--- config.mk ---
export PLATFORM = sky130hd
export DESIGN_NAME = mem_bus_adapter
export DESIGN_NICKNAME = d
export VERILOG_FILES = /design/src/rtl/mem_bus_adapter.sv
export SDC_FILE = /design/constraint.sdc
export NUM_CORES = 1
export LEC_CHECK = 0
export ABC_CLOCK_PERIOD_IN_PS = 2000
export BUFFER_PORTS_ARGS = -buffer_cell sky130_fd_sc_hd__buf_2
export CAP_MARGIN = 20
export CORE_MARGIN = 4
export CORE_UTILIZATION = 50
export CTS_CLUSTER_DIAMETER = 50
export CTS_CLUSTER_SIZE = 28
export DETAILED_ROUTE_END_ITERATION = 8
export PLACE_DENSITY = 0.76
export RECOVER_POWER = 100
export SLEW_MARGIN = 40
export SYNTH_ARGS = -nofsm -noshare
export SYNTH_HDL_FRONTEND = slang
export SYNTH_SLANG_ARGS = --single-unit
export TNS_END_PERCENT = 10
--- constraint.sdc ---
create_clock -name clk_i -period 2 [get_ports clk_i]
set_input_delay 0.1 -clock clk_i [delete_from_list [all_inputs] [get_ports clk_i]]
set_output_delay 0.1 -clock clk_i [all_outputs]
set_load 0.1 [all_outputs]
--- src/rtl/mem_bus_adapter.sv ---
// Sized core memory port to word-wide byte-enabled bus adapter.
// Byte/half/word accesses become one or two word-aligned bus beats; read data returns right-aligned.
module mem_bus_adapter #(
    parameter int ALLOW_MISALIGNED = 1
) (
    input  logic        clk_i,
    input  logic        reset_ni,
    input  logic        req_valid_i,
    output logic        req_ready_o,
    input  logic        req_we_i,
    input  logic [31:0] req_addr_i,
    input  logic [1:0]  req_size_i,
    input  logic [31:0] req_wdata_i,
    output logic        rsp_valid_o,
    output logic [31:0] rsp_rdata_o,
    output logic        rsp_err_o,
    output logic        bus_req_o,
    input  logic        bus_gnt_i,
    output logic        bus_we_o,
    output logic [31:0] bus_addr_o,
    output logic [3:0]  bus_be_o,
    output logic [31:0] bus_wdata_o,
    input  logic        bus_rvalid_i,
    input  logic [31:0] bus_rdata_i
);

    localparam logic [1:0] SIZE_BYTE = 2'd0;
    localparam logic [1:0] SIZE_HALF = 2'd1;

    typedef enum logic [2:0] {
        S_IDLE,
        S_REQ0,
        S_WAIT0,
        S_REQ1,
        S_WAIT1,
        S_RESP
    } state_t;

    function automatic logic [3:0] size_mask(input logic [1:0] size);
        case (size)
            SIZE_BYTE: return 4'b0001;
            SIZE_HALF: return 4'b0011;
            default:   return 4'b1111;
        endcase
    endfunction

    function automatic logic [31:0] keep_mask(input logic [1:0] size);
        case (size)
            SIZE_BYTE: return 32'h0000_00FF;
            SIZE_HALF: return 32'h0000_FFFF;
            default:   return 32'hFFFF_FFFF;
        endcase
    endfunction

    function automatic logic [3:0] size_bytes(input logic [1:0] size);
        case (size)
            SIZE_BYTE: return 4'd1;
            SIZE_HALF: return 4'd2;
            default:   return 4'd4;
        endcase
    endfunction

    function automatic logic crosses_word(input logic [1:0] off, input logic [1:0] size);
        return ({2'b00, off} + size_bytes(size)) > 4'd4;
    endfunction

    state_t      state_q;
    logic        ready_q;
    logic        rsp_valid_q;
    logic        rsp_err_q;
    logic [31:0] rsp_rdata_q;
    logic        bus_req_q;
    logic        bus_we_q;
    logic [31:0] bus_addr_q;
    logic [3:0]  bus_be_q;
    logic [31:0] bus_wdata_q;

    logic        we_q;
    logic        split_q;
    logic [1:0]  off_q;
    logic [1:0]  size_q;
    logic [29:0] word_q;
    logic [3:0]  be1_q;
    logic [31:0] wdata1_q;
    logic [31:0] d0_q;

    // Lane placement of the incoming request; the upper half feeds the second beat.
    logic [7:0]  be_full_d;
    logic [63:0] wdata_full_d;
    logic        split_d;
    logic        reject_d;

    assign be_full_d    = {4'b0000, size_mask(req_size_i)} << req_addr_i[1:0];
    assign wdata_full_d = {32'h0000_0000, req_wdata_i} << {req_addr_i[1:0], 3'b000};
    assign split_d      = crosses_word(req_addr_i[1:0], req_size_i);
    assign reject_d     = split_d && (ALLOW_MISALIGNED == 0);

    logic [31:0] rdata_single;
    logic [31:0] rdata_split;

    assign rdata_single = (bus_rdata_i >> {off_q, 3'b000}) & keep_mask(size_q);
    assign rdata_split  = 32'({bus_rdata_i, d0_q} >> {off_q, 3'b000}) & keep_mask(size_q);

    always_ff @(posedge clk_i or negedge reset_ni) begin
        if (!reset_ni) begin
            state_q     <= S_IDLE;
            ready_q     <= 1'b1;
            rsp_valid_q <= 1'b0;
            rsp_err_q   <= 1'b0;
            rsp_rdata_q <= 32'h0;
            bus_req_q   <= 1'b0;
            bus_we_q    <= 1'b0;
            bus_addr_q  <= 32'h0;
            bus_be_q    <= 4'h0;
            bus_wdata_q <= 32'h0;
            we_q        <= 1'b0;
            split_q     <= 1'b0;
            off_q       <= 2'b00;
            size_q      <= 2'b00;
            word_q      <= 30'h0;
            be1_q       <= 4'h0;
            wdata1_q    <= 32'h0;
            d0_q        <= 32'h0;
        end else begin
            case (state_q)
                S_IDLE: begin
                    if (req_valid_i) begin
                        ready_q  <= 1'b0;
                        we_q     <= req_we_i;
                        split_q  <= split_d;
                        off_q    <= req_addr_i[1:0];
                        size_q   <= req_size_i;
                        word_q   <= req_addr_i[31:2];
                        be1_q    <= be_full_d[7:4];
                        wdata1_q <= wdata_full_d[63:32];
                        if (reject_d) begin
                            state_q     <= S_RESP;
                            rsp_valid_q <= 1'b1;
                            rsp_err_q   <= 1'b1;
                            rsp_rdata_q <= 32'h0;
                        end else begin
                            state_q     <= S_REQ0;
                            bus_req_q   <= 1'b1;
                            bus_we_q    <= req_we_i;
                            bus_addr_q  <= {req_addr_i[31:2], 2'b00};
                            bus_be_q    <= be_full_d[3:0];
                            bus_wdata_q <= wdata_full_d[31:0];
                        end
                    end
                end

                S_REQ0: begin
                    if (bus_gnt_i) begin
                        if (we_q && split_q) begin
                            // Back-to-back write beats keep bus_req_o high across the switch.
                            state_q     <= S_REQ1;
                            bus_addr_q  <= {word_q + 30'd1, 2'b00};
                            bus_be_q    <= be1_q;
                            bus_wdata_q <= wdata1_q;
                        end else begin
                            bus_req_q   <= 1'b0;
                            bus_we_q    <= 1'b0;
                            bus_addr_q  <= 32'h0;
                            bus_be_q    <= 4'h0;
                            bus_wdata_q <= 32'h0;
                            if (we_q) begin
                                state_q     <= S_RESP;
                                rsp_valid_q <= 1'b1;
                                rsp_err_q   <= 1'b0;
                                rsp_rdata_q <= 32'h0;
                            end else begin
                                state_q <= S_WAIT0;
                            end
                        end
                    end
                end

                S_WAIT0: begin
                    if (bus_rvalid_i) begin
                        d0_q <= bus_rdata_i;
                        if (split_q) begin
                            state_q     <= S_REQ1;
                            bus_req_q   <= 1'b1;
                            bus_we_q    <= 1'b0;
                            bus_addr_q  <= {word_q + 30'd1, 2'b00};
                            bus_be_q    <= be1_q;
                            bus_wdata_q <= wdata1_q;
                        end else begin
                            state_q     <= S_RESP;
                            rsp_valid_q <= 1'b1;
                            rsp_err_q   <= 1'b0;
                            rsp_rdata_q <= rdata_single;
                        end
                    end
                end

                S_REQ1: begin
                    if (bus_gnt_i) begin
                        bus_req_q   <= 1'b0;
                        bus_we_q    <= 1'b0;
                        bus_addr_q  <= 32'h0;
                        bus_be_q    <= 4'h0;
                        bus_wdata_q <= 32'h0;
                        if (we_q) begin
                            state_q     <= S_RESP;
                            rsp_valid_q <= 1'b1;
                            rsp_err_q   <= 1'b0;
                            rsp_rdata_q <= 32'h0;
                        end else begin
                            state_q <= S_WAIT1;
                        end
                    end
                end

                S_WAIT1: begin
                    if (bus_rvalid_i) begin
                        state_q     <= S_RESP;
                        rsp_valid_q <= 1'b1;
                        rsp_err_q   <= 1'b0;
                        rsp_rdata_q <= rdata_split;
                    end
                end

                S_RESP: begin
                    state_q     <= S_IDLE;
                    ready_q     <= 1'b1;
                    rsp_valid_q <= 1'b0;
                    rsp_err_q   <= 1'b0;
                    rsp_rdata_q <= 32'h0;
                end

                default: begin
                    state_q <= S_IDLE;
                    ready_q <= 1'b1;
                end
            endcase
        end
    end

    assign req_ready_o = ready_q;
    assign rsp_valid_o = rsp_valid_q;
    assign rsp_rdata_o = rsp_rdata_q;
    assign rsp_err_o   = rsp_err_q;
    assign bus_req_o   = bus_req_q;
    assign bus_we_o    = bus_we_q;
    assign bus_addr_o  = bus_addr_q;
    assign bus_be_o    = bus_be_q;
    assign bus_wdata_o = bus_wdata_q;

endmodule

== Word-level counts from Yosys, hierarchy flattened ==
Index checks and enable logic that the tools add are counted.

* Register bits: 212
* Bits of input ports: 104
* Output and inout port bits: 105
* Word-level logic and storage cells: 127

* Add/sub/neg operators: 2
* Order comparisons: 1
* Equal/unequal tests: 15
* Shift-type cells: 4
* Mux-type cells: 70
* Bitwise operators: 3
* Reductions and logical operators: 14

{| class="wikitable"
|+ Operators by type and width
! operator !! count
|-
| $mux W32 || 18
|-
| $pmux W32 S4 || 2
|-
| $pmux W32 S5 || 1
|-
| $and A32 B32 Y32 || 2
|-
| $pmux W32 S2 || 1
|-
| $shl A32 B5 Y64 || 1
|-
| $shr A64 B5 Y32 || 1
|-
| $shr A32 B5 Y32 || 1
|-
| $add A30 B1 Y30 const B || 1
|-
| $mux W1 || 25
|-
| $mux W3 || 8
|-
| $mux W4 || 6
|-
| $ne A2 B2 Y1 const B || 8
|-
| $pmux W4 S4 || 1
|-
| $pmux W3 S5 || 1
|-
| $reduce_and A7 Y1 || 2
|-
| $pmux W1 S5 || 2
|-
| $pmux W1 S4 || 2
|-
| $pmux W4 S2 || 1
|-
| $shl A4 B2 Y8 || 1
|-
| $eq A3 B2 Y1 const B || 2
|-
| $eq A3 B3 Y1 const B || 2
|-
| $pmux W3 S2 || 1
|-
| $reduce_and A2 Y1 || 3
|-
| 14 further kinds || 16
|}

== Depth between registers and ports, before layout ==
* Depth after elaboration: 6
* Gate-level depth with buffers: 8
* Mapped depth without buffers: 6

== Least setup slack after synthesis ==
No wires, ideal clock.

* Path type: flip-flop to flip-flop
* From: reg state_q[0]
* To: reg rsp_rdata_q[24], in the netlist rsp_rdata_o[24]
* Setup time: 123 ps
* Data arrival time: 1702 ps
* Data required time: 1877 ps
* Path slack: 175 ps
* Stages on the path, launching flop included: 9
* Buffers on the path: 3
* Period minus slack after synthesis: 1825 ps
* Cells stage by stage: dfrtp_1 buf_2 buf_4 nor3b_2 buf_4 mux2i_1 o21ai_0 o21ai_0 o2bb2ai_2

* Word-level cells in the longest chain between the ends: 3
* Elaborated cells between the ends (all ways): 14
* Classes of those cells: eq/ne (11); mux (1); reduce/logical (2)

{| class="wikitable"
|+ Ends and longest elaborated chain
! item !! RTL line !! text
|-
| start, declared || 67 || <nowiki>state_t state_q;</nowiki>
|-
| start signal, assigned || 106 || <nowiki>state_q <= S_IDLE;</nowiki>
|-
| start signal, assigned || 137 || <nowiki>state_q <= S_RESP;</nowiki>
|-
| start signal, assigned || 142 || <nowiki>state_q <= S_REQ0;</nowiki>
|-
| $eq A3 B3 Y1 (tied with other cells) || 125 || <nowiki>case (state_q)</nowiki>
|-
| $reduce_bool A5 Y1 (no source line) / $ne A2 B2 Y1 (equally long branches) || - ||
|-
| $reduce_and A7 Y1 (no source line) || - ||
|-
| end signal, assigned || 192 || <nowiki>rsp_rdata_q <= rdata_single;</nowiki>
|-
| end signal, assigned || 220 || <nowiki>rsp_rdata_q <= rdata_split;</nowiki>
|-
| end, declared || 71 || <nowiki>logic [31:0] rsp_rdata_q;</nowiki>
|}

Parallel ways exist; a longest one is shown, timed or not.
A chain may end at the register's enable or synchronous reset.

== Final worst setup path ==
* From: reg state_q[0]
* To: reg rsp_rdata_q[28], in the netlist rsp_rdata_o[28]

The elaborated chain is that of the path after synthesis.

==> out/qor_table.md <==
| Metric | This run |
| --- | --- |
| Signal arrival time at the worst endpoint | 2.28 ns |
| Worst slew margin relative to its limit | 25.20% |
| Number of global-route vias before repair | 9700 |
| Final clock skew | 0.01388 ns |
| Number of hold violations in the final report | 0 |
| Post-Synthesis Cell Area | 10810 um^2 |
| Wirelength, routed | 33.44 mm |
| Post-route core utilization | 67.35% |
| Dominant combinational cell family by area after synthesis | compound AO/OA/AOI/OAI gates |
| Syn Area/Cell | 9.784 um^2 |
| Total number of nets in the final design | 1518 |
| CTS sink cnt | 200 |
| Detailed Place HPWL | 21.72 mm |
| Largest net degree at the start of global routing | 72 |
| Post-Synthesis Cells | 1105 |
| Type of the worst min-delay path | in2reg |
| Startpoint of the most critical register-to-register path | state_q[0] |
| Maximum clock rate | 509.3 MHz |
| # Max-Cap Violations | 0 |
| Capturing element type of the critical path | flip-flop |
| Max clock buf depth | 2 |
| Critical register-to-register path endpoint | rsp_rdata_o[28] |
| Post-layout minimum cycle time | 1.963 ns |
| Overall die area | 24040 um^2 |
| Critical path capture point | rsp_rdata_o[28] |
| Std-Cell Rows | 53 |
| Number of levels the H-tree was split into | 4 |
| Sum of negative setup slack | 0 ns |
| Slew @ Worst Pin | 1.122 ns |
| DRT antenna net count | 0 |
| #FFs+latches synth | 200 |
| First-pass GRT wire length | 51.86 mm |
| Synth area leaders | sky130_fd_sc_hd__dfrtp_1 46%, sky130_fd_sc_hd__mux2i_1 9.6%, sky130_fd_sc_hd__nand2_1 5.8% |
| Required time worst endpoint | 2.31 ns |
| Largest vdd supply drop | 1.791 mV |
| Number of diodes added for antenna fixing | 0 |
| Power consumption | 26550 uW |
| Top fanout value on the critical path | 12 |
| Pre-CTS WS | -0.01755 ns |
| Final estimated routing congestion in global placement | 0.9145 |
| Clock slew seen by the registers of the worst setup and hold paths | 0.08 ns |
| Post-synthesis xor/xnor area fraction | 1.458% |
| Most frequent cells after synthesis | 199 x sky130_fd_sc_hd__dfrtp_1, 166 x sky130_fd_sc_hd__nand2_1, 126 x sky130_fd_sc_hd__nor2_1 |
| Share of cells above drive strength 1 | 28.99% |
| Number of remaining DRC errors | 0 |
| Share of flip-flops with an asynchronous set or reset after synthesis | 100.0% |
| Adder and majority cell fraction of the synthesized area | 0.6481% |
| Insertion delay to the later sink of the worst-skew pair | 0.44 ns |
| Number of distinct standard cells referenced by the synthesized netlist | 66 |
| Final-report max-slew violation count | 0 |
| Via density | 5.912 |
| Buffers added on ports | 205 |
| Leakage power summed over all cells | 0.006621 uW |
| Crit Path Category | reg2reg |
| Kind of start point of the critical path | flip-flop |
| Number of top-level pins | 209 |
| Number of iterations in the first detailed-routing pass | 5 |
| Multiplexer share of the synthesized area | 15.57% |
| Area of the placeable core | 21150 um^2 |
| Number of antenna violations at the first check in global routing | 0 |
| Unrepaired setup endpoints after global routing | yes |
| Simple-Gate Fraction of Synth Area | 15.57% |
| Detailed-route via count | 10030 |
| Final setup violation count | 0 |
| Worst reg-to-reg setup slack | 0.04 ns |
| Final instance area | 14250 um^2 |
| Placed Instance Area | 12570 um^2 |
| Worst reg2reg path depth | 8 |
| Die boundary height | 155.1 um |
| Minimum setup slack in the final design | 0.03661 ns |
| Sequential fraction of the synthesis area | 46.30% |
| Internal portion of total power | 12360 uW |
| Final critical-path share of the clock period | 98.17% |
| Cell Pwr Density | 1864 nW/um^2 |
| Clock network fraction of design power | 14.4% |
| Gate power share | 58.5% |
| Cell taking the most area after synthesis | sky130_fd_sc_hd__dfrtp_1 |
| Synth warn | 0 |
| Status | finished, final reports clean |
| WHS Path Cells | 3 |
| Cts bufs inserted | 17 |
| Post-synth top area share | 46.06% |
| Leading register cell type out of synthesis | sky130_fd_sc_hd__dfrtp_1 |
| Most numerous cell in the Yosys netlist | sky130_fd_sc_hd__dfrtp_1 |
| Startpoint of the worst setup timing path | state_q[0] |
| Switching part of the total power | 53.44% |
| Overflow left after global routing | 0 |
| Die boundary width | 155.1 um |
| Root cell of the clock tree | sky130_fd_sc_hd__clkbuf_16 |
| Switching power | 14190 uW |
| Compound-gate portion of the synthesized area | 16.20% |
| Number of DRC violations after detailed-routing iteration 0 | 905 |
| Flop pwr share | 27.1% |
| Wire per inst | 19.72 um |
| Number of synthesized flops with an enable pin | 0 |
| Clock tree from TritonCTS | done |
| Initial Util | 51.11% |
| Syn-to-layout area delta | 31.78% |
| Global routing usage summed across all routing layers | 26.72% |
==> metrics by stage <==
step                hold slack, ns  cells
floorplan                  -0.1956   1107
global placement           0.06446   1567
detailed placement         0.06529   1567
CTS                       0.007526   1682
global route               0.03082   1696
finish                     0.02202   1696
==> area by class of cell <==
| class | instances | area [um^2] |
|---|---|---|
| flip-flops and latches | 200 | 5010 |
| fillers | 1555 | 6907 |
| well taps | 275 | 344.1 |
| clock buffers | 18 | 439.2 |
| inverters | 14 | 52.55 |
| clock inverters | 13 | 209.0 |
| multi-input cells | 805 | 5445 |
| repair buffers | 371 | 2748 |
==> flip-flops by register name, summed over array words and instances (netlist names), 3 cells and up <==
signal and cells:
bus_wdata_o 32, d0_q 32, rsp_rdata_o 32, bus_addr_o 30, word_q 30, wdata1_q 24, bus_be_o 4, be1_q 3
state_q 3
==> worst min-delay path by stage <==
stage / startpoint / to / slack, ns
global placement: reset_ni / rsp_rdata_o[21] / 0.06
global route: req_size_i[1] / be1_q[2] / 0.03
floorplan: reset_ni / be1_q[0] / -0.20
detailed placement: reset_ni / rsp_rdata_o[27] / 0.07
CTS: req_wdata_i[22] / wdata1_q[6] / 0.008
finish: req_wdata_i[22] / wdata1_q[6] / 0.02
==> cells by family after synthesis <==
group / after synthesis
and+or+nand+nor: 383
buffers and inverters: 102
xor gates and xnor gates: 18
AOI/OAI and AO/OA: 243
muxes: 153
DFF: 200
adders and majority gates: 5
other: 1
==> power groups by stage <==
stage | clock network (uW) | registers (uW) | logic, uW
2_1_floorplan | 0 | 12800 | 5610
3_3_place_gp | 0 | 7140 | 14600
3_5_place_dp | 0 | 7180 | 14900
4_1_cts | 3860 | 7130 | 15100
5_1_grt | 4040 | 7400 | 16400
6_report | 3820 | 7200 | 15500
==> what timing repair did <==
item                                    in CTS  in global routing
pin swaps                                    0                  4
endpoints found under the setup margin       2                 59
hold endpoints to repair                   151                  0
hold buffers                                84                  0
buffers inserted                             0                 11
gates cloned                                 0                  3
gates resized for setup                      2                 18
==> critical path, stage by stage (launching register included) <==
cell and delay, ns:
sky130_fd_sc_hd__dfrtp_1 0.39, sky130_fd_sc_hd__buf_4 0.15, sky130_fd_sc_hd__nor3b_4 0.24, sky130_fd_sc_hd__buf_12 0.19, sky130_fd_sc_hd__buf_4 0.12, sky130_fd_sc_hd__mux2i_1 0.29
sky130_fd_sc_hd__o21ai_0 0.16, sky130_fd_sc_hd__o21ai_1 0.22, sky130_fd_sc_hd__o2bb2ai_2 0.08
==> layout by cell type (no fill, tap or decap), types with 4 or more instances in the layout <==
master / n
sky130_fd_sc_hd__nor3_1: 11
sky130_fd_sc_hd__mux2_2: 38
sky130_fd_sc_hd__a221oi_1: 37
sky130_fd_sc_hd__o21ai_1: 7
sky130_fd_sc_hd__nor2_1: 126
sky130_fd_sc_hd__xnor2_1: 7
sky130_fd_sc_hd__o2bb2ai_1: 22
sky130_fd_sc_hd__clkbuf_16: 20
sky130_fd_sc_hd__mux4_2: 8
sky130_fd_sc_hd__o31a_1: 7
sky130_fd_sc_hd__buf_6: 4
sky130_fd_sc_hd__o2bb2ai_2: 10
sky130_fd_sc_hd__ha_1: 4
sky130_fd_sc_hd__xor2_1: 11
sky130_fd_sc_hd__buf_4: 58
sky130_fd_sc_hd__inv_6: 5
sky130_fd_sc_hd__dfrtp_1: 196
sky130_fd_sc_hd__nand3_1: 24
sky130_fd_sc_hd__dlygate4sd3_1: 84
sky130_fd_sc_hd__nand4_1: 11
sky130_fd_sc_hd__bufinv_16: 4
sky130_fd_sc_hd__a21oi_1: 50
sky130_fd_sc_hd__o22ai_1: 4
sky130_fd_sc_hd__o21ai_0: 63
sky130_fd_sc_hd__buf_12: 16
sky130_fd_sc_hd__nand2_1: 165
sky130_fd_sc_hd__buf_2: 204
sky130_fd_sc_hd__nor4_1: 8
sky130_fd_sc_hd__or2_1: 4
sky130_fd_sc_hd__inv_1: 14
sky130_fd_sc_hd__mux2i_1: 101
sky130_fd_sc_hd__o31ai_1: 13
sky130_fd_sc_hd__nor2b_1: 5
==> per-layer routing <==
metal	vias up	track usage (%)	part of all wire (%)
li1	4557	-	-
met4	0	9.588	3.0
met1	4882	35.43	41
met3	83	4.673	7.1
met2	505	44.29	49
met5	-	0	0
Note: power is estimated with default switching activity, not from simulation.
